[src/rtl/pmips_pkg.sv]
// Shared pMIPS definitions: register-file geometry and the address type.
package pmips_pkg;

  localparam int unsigned REG_COUNT  = 32;
  localparam int unsigned REG_ADDR_W = 5;

  typedef logic [REG_ADDR_W-1:0] reg_addr_t;

endpackage : pmips_pkg

[src/rtl/regs_rdmux.sv]
// Zero-gated asynchronous read multiplexer over registers 1..31; address 0 reads as zero.
module regs_rdmux
  import pmips_pkg::*;
#(
  parameter int unsigned N = 8
) (
  input  reg_addr_t                     addr_i,
  input  logic [REG_COUNT-1:1][N-1:0]   regs_i,
  output logic [N-1:0]                  data_o
);

  always_comb begin
    data_o = '0;
    if (addr_i != '0) begin
      data_o = regs_i[addr_i];
    end
  end

endmodule : regs_rdmux

[src/rtl/regs.sv]
// pMIPS register file: 32 x n bits, %0 hard-wired to zero, two async read ports,
// one sync write port addressed by Raddr2.
module regs
  import pmips_pkg::*;
#(
  parameter int unsigned n = 8
) (
  input  logic         clk,
  input  logic         nReset,
  input  logic         w,
  input  logic [n-1:0] Wdata,
  input  reg_addr_t    Raddr1,
  input  reg_addr_t    Raddr2,
  output logic [n-1:0] Rdata1,
  output logic [n-1:0] Rdata2
);

  // No storage exists for %0, so writes addressed to it simply fall away.
  logic [REG_COUNT-1:1][n-1:0] regs_q;
  logic [REG_COUNT-1:1][n-1:0] regs_d;

  always_comb begin
    regs_d = regs_q;
    if (w && (Raddr2 != '0)) begin
      regs_d[Raddr2] = Wdata;
    end
  end

  always_ff @(posedge clk or negedge nReset) begin
    if (!nReset) begin
      regs_q <= '0;
    end else begin
      regs_q <= regs_d;
    end
  end

  regs_rdmux #(.N(n)) u_rdmux1 (
    .addr_i (Raddr1),
    .regs_i (regs_q),
    .data_o (Rdata1)
  );

  regs_rdmux #(.N(n)) u_rdmux2 (
    .addr_i (Raddr2),
    .regs_i (regs_q),
    .data_o (Rdata2)
  );

endmodule : regs

[config.mk]
export PLATFORM = sky130hd
export DESIGN_NAME = regs
export DESIGN_NICKNAME = d
export VERILOG_FILES = /design/src/rtl/pmips_pkg.sv /design/src/rtl/regs_rdmux.sv /design/src/rtl/regs.sv
export SDC_FILE = /design/constraint.sdc
export NUM_CORES = 1
export LEC_CHECK = 0
export ABC_AREA = 1
export CAP_MARGIN = 20
export CORE_AREA = 2 2 210 212
export DETAILED_ROUTE_END_ITERATION = 6
export DIE_AREA = 0 0 212 214
export PLACE_DENSITY = 0.59
export SYNTH_ARGS = -nofsm -noshare
export SYNTH_HDL_FRONTEND = slang
export SYNTH_SLANG_ARGS = --single-unit
[constraint.sdc]
create_clock -name clk -period 6.2 [get_ports clk]
set_input_delay 1.55 -clock clk [delete_from_list [all_inputs] [get_ports clk]]
set_output_delay 1.55 -clock clk [all_outputs]
set_load 0.03 [all_outputs]
==> results.txt <==
Syn_nets -> 1,999
# nets final -> 1,971
Post-CTS Repair Setup Buffers -> 0
I/O Pins -> 37
Initial drt markers -> 1,634
CTS Buffer Depth -> 3
Worst path slowest cell -> clkdlybuf4s50_1
Overflow after GRT -> 0
Die W -> 212 um
Synth Instances -> 1,978
DRC -> 0
Die area -> 45,370 um^2
First-pass GRT wire length -> 78,170 um
Max cap viols -> 0
Worst setup path class -> input port to primary output
DR WL/cell -> 19.75 um
Cell Area, Synth -> 13,650 um^2
Vias in the first global route -> 12,650
Pwr Density -> 313.6 nW/um^2
Worst EP arrival -> 3.89 ns
Area growth from synthesis to layout -> 15.27%
Time the worst path needs with I/O delays and setup -> 5.435 ns
Fin crit share -> 87.67%
Cell Chain, Critical Path -> clkdlybuf4s50_1 > inv_1 > nand2_1 > buf_4 > o211ai_1 > nand2_1 > nand2_1 > nor2_1 > nand2_1 > buf_12
Fmax -> 184.0 MHz
Clock share of power -> 35.4%
Final setup vio count -> 0
Crit path top cell by count -> nand2_1
Unrepaired setup endpoints after global routing -> false
# diodes -> 0
Sequential cell area -> 6206 um^2
Total length of routed wires -> 50,480 um
Final hold violation count -> 0
CP endpoint kind -> primary output
Hold Buf Count CTS -> 0
Int Pwr -> 3.323 mW
Setup TNS -> 0 ns
HP Start -> regs_q[165]
GR Util All Layers -> 22.30%
CP Max Fanout -> 8
Sw power -> 1.612 mW
Initial DRT Pass Iterations -> 6
Top cell type's share of synthesized area -> 45.46%
Layout cells sized above 1 -> 6.088%
Multi-input gate area -> 6357 um^2
Worst rel slew slack -> 19.28%
Fill cells -> 4,458
Distinct cell type count of the synthesized netlist -> 25
Clock Skew -> 0 ns
Largest Register -> regs_q
Max FFs per register -> 248
Synth warn -> 0
Row cnt -> 76
Max VDD drop -> 0.0001965 V
ANT nets after route -> 0
Seq/Total Area, Yosys -> 45.46%
Biggest regs -> regs_q x248
Core Area -> 42,890 um^2
Synth top cells by count -> nand2_1, o21ai_0, dfrtp_1
Worst hold path type -> flop to flop
WP data required -> 4.65 ns
DR vias -> 13,610
Initial antenna violation count -> 0
Final Max Tran Viols -> 0
CTS tree -> yes
Fin util -> 36.69%
Sw Share -> 32.66%
Leak Pwr -> 7.337 nW
Top-count cell post-synth -> nand2_1
CTS root buf -> clkbuf_16
Slew @ Worst Pin -> 1.204 ns
Die H -> 214 um
Clk sinks -> 248
Cell taking the most area after synthesis -> dfrtp_1
Critical path launch point type -> input port
Later-pin clock latency in the skew report -> 0.58 ns
Largest net degree at the start of global routing -> 128
Initial Util -> 31.83%
TritonCTS buffer count -> 30
Asr flop ratio synth -> 100.0%
CTS clk-pin slew, worst paths -> 0.05 ns
Post_cts resized -> 0
Seq cells post-synth -> 248
H-Tree Level Count -> 1
Critical Path Max Stage Delay -> 0.68 ns
Prevailing post-synth register cell -> dfrtp_1
Post-synth EDFFs -> 0
Reg2reg start -> regs_q[245]
Combinational power share -> 20.7%
Placer congestion estimate -> 0.9818
CP startpoint -> Raddr2[0]
DP HPWL -> 31,580 um
Port Buffers -> 36
Synth Area per Inst -> 6.902 um^2
Flop pwr share -> 43.9%
Vias per cell -> 5.323
Status -> completed
Synth area leaders -> dfrtp_1, nand2_1, o21ai_0
## cell type report
cell class / instances / area share, %
clock buffer: 41 / 5.287
clock inverter: 12 / 0.8349
inverter: 139 / 3.316
multi-input combinational: 1459 / 40.40
sequential: 248 / 39.44
tap: 585 / 4.651
timing repair buffer: 72 / 6.075
## power groups by stage
| stage | registers (mW) | clock network (mW) | logic, mW |
|---|---|---|---|
| floorplan | 2.12 | 0 | 0.652 |
| global placement | 2.17 | 0 | 0.984 |
| detailed placement | 2.18 | 0 | 1.01 |
| CTS | 2.16 | 1.77 | 1.01 |
| global route | 2.21 | 1.84 | 1.15 |
| finish | 2.17 | 1.75 | 1.02 |
## worst max-delay path, delay by kind of cell
| family | cells | cell delay [ns] |
|---|---|---|
| and+or+nand+nor | 5 | 0.99 |
| AOI/OAI and AO/OA | 1 | 0.09 |
| buffers and inverters | 4 | 1.25 |
## cells by family (layout without fill, tap and decap cells)
logic type	Yosys count	in the layout	synth area share, %
flops	248	248	45.46
simple gates	1119	1119	33.75
compound gates	340	340	12.71
buf+inv	271	264	8.084
## worst paths after layout
path / cells after the start / slack, ns / to
max in group asynchronous: 2 / 3.88 / regs_q[225]
max reg2reg: 2 / 5.43 / regs_q[245]
min in group asynchronous: 1 / 1.05 / regs_q[28]
max: 10 / 0.76 / Rdata2[3]
min: 2 / 0.49 / regs_q[165]
min reg2reg: 2 / 0.49 / regs_q[165]
## layer usage
metal / track usage [%] / vias to the layer above / wire, um
met3: 3.240 / 131 / 4888
met1: 32.25 / 6428 / 21620
met4: 8.333 / 0 / 2042
met2: 33.64 / 757 / 21930
met5: 0 / - / 0
li1: - / 6289 / -
## per-stage QoR
| stage | cells | total power, mW | hold WS (ns) | instance area [um^2] | setup slack (ns) |
|---|---|---|---|---|---|
| 4_1_cts | 2554 | 4.934 | 0.4911 | 15690 | 0.7984 |
| 6_report | 2556 | 4.935 | 0.4896 | 15740 | 0.7646 |
| 2_1_floorplan | 1978 | 2.770 | 0.4530 | 13650 | 1.851 |
| 3_3_place_gp | 2499 | 3.158 | 0.4665 | 14680 | 0.8109 |
| 3_5_place_dp | 2501 | 3.189 | 0.4775 | 14730 | 0.8432 |
| 5_1_grt | 2556 | 5.196 | 0.5068 | 15740 | 0.6430 |
## cells in the final DEF (no fill, tap or decap), drive strengths merged
| cell | synthesis | final |
|---|---|---|
| dfrtp | 248 | 248 |
| o21ai | 268 | 268 |
| clkbuf | 76 | 41 |
| nor2 | 85 | 85 |
| clkdlybuf4s50 | 0 | 17 |
| clkinvlp | 0 | 4 |
| nor3 | 11 | 11 |
| o21bai | 2 | 2 |
| buf | 56 | 55 |
| nand2 | 810 | 810 |
| nand3 | 176 | 176 |
| inv | 139 | 139 |
| o22ai | 7 | 7 |
| a21oi | 55 | 55 |
| nor4 | 1 | 1 |
| bufinv | 0 | 2 |
| nand4 | 36 | 36 |
| o211ai | 8 | 8 |
| clkinv | 0 | 6 |
(Power assumes the default switching activity.)
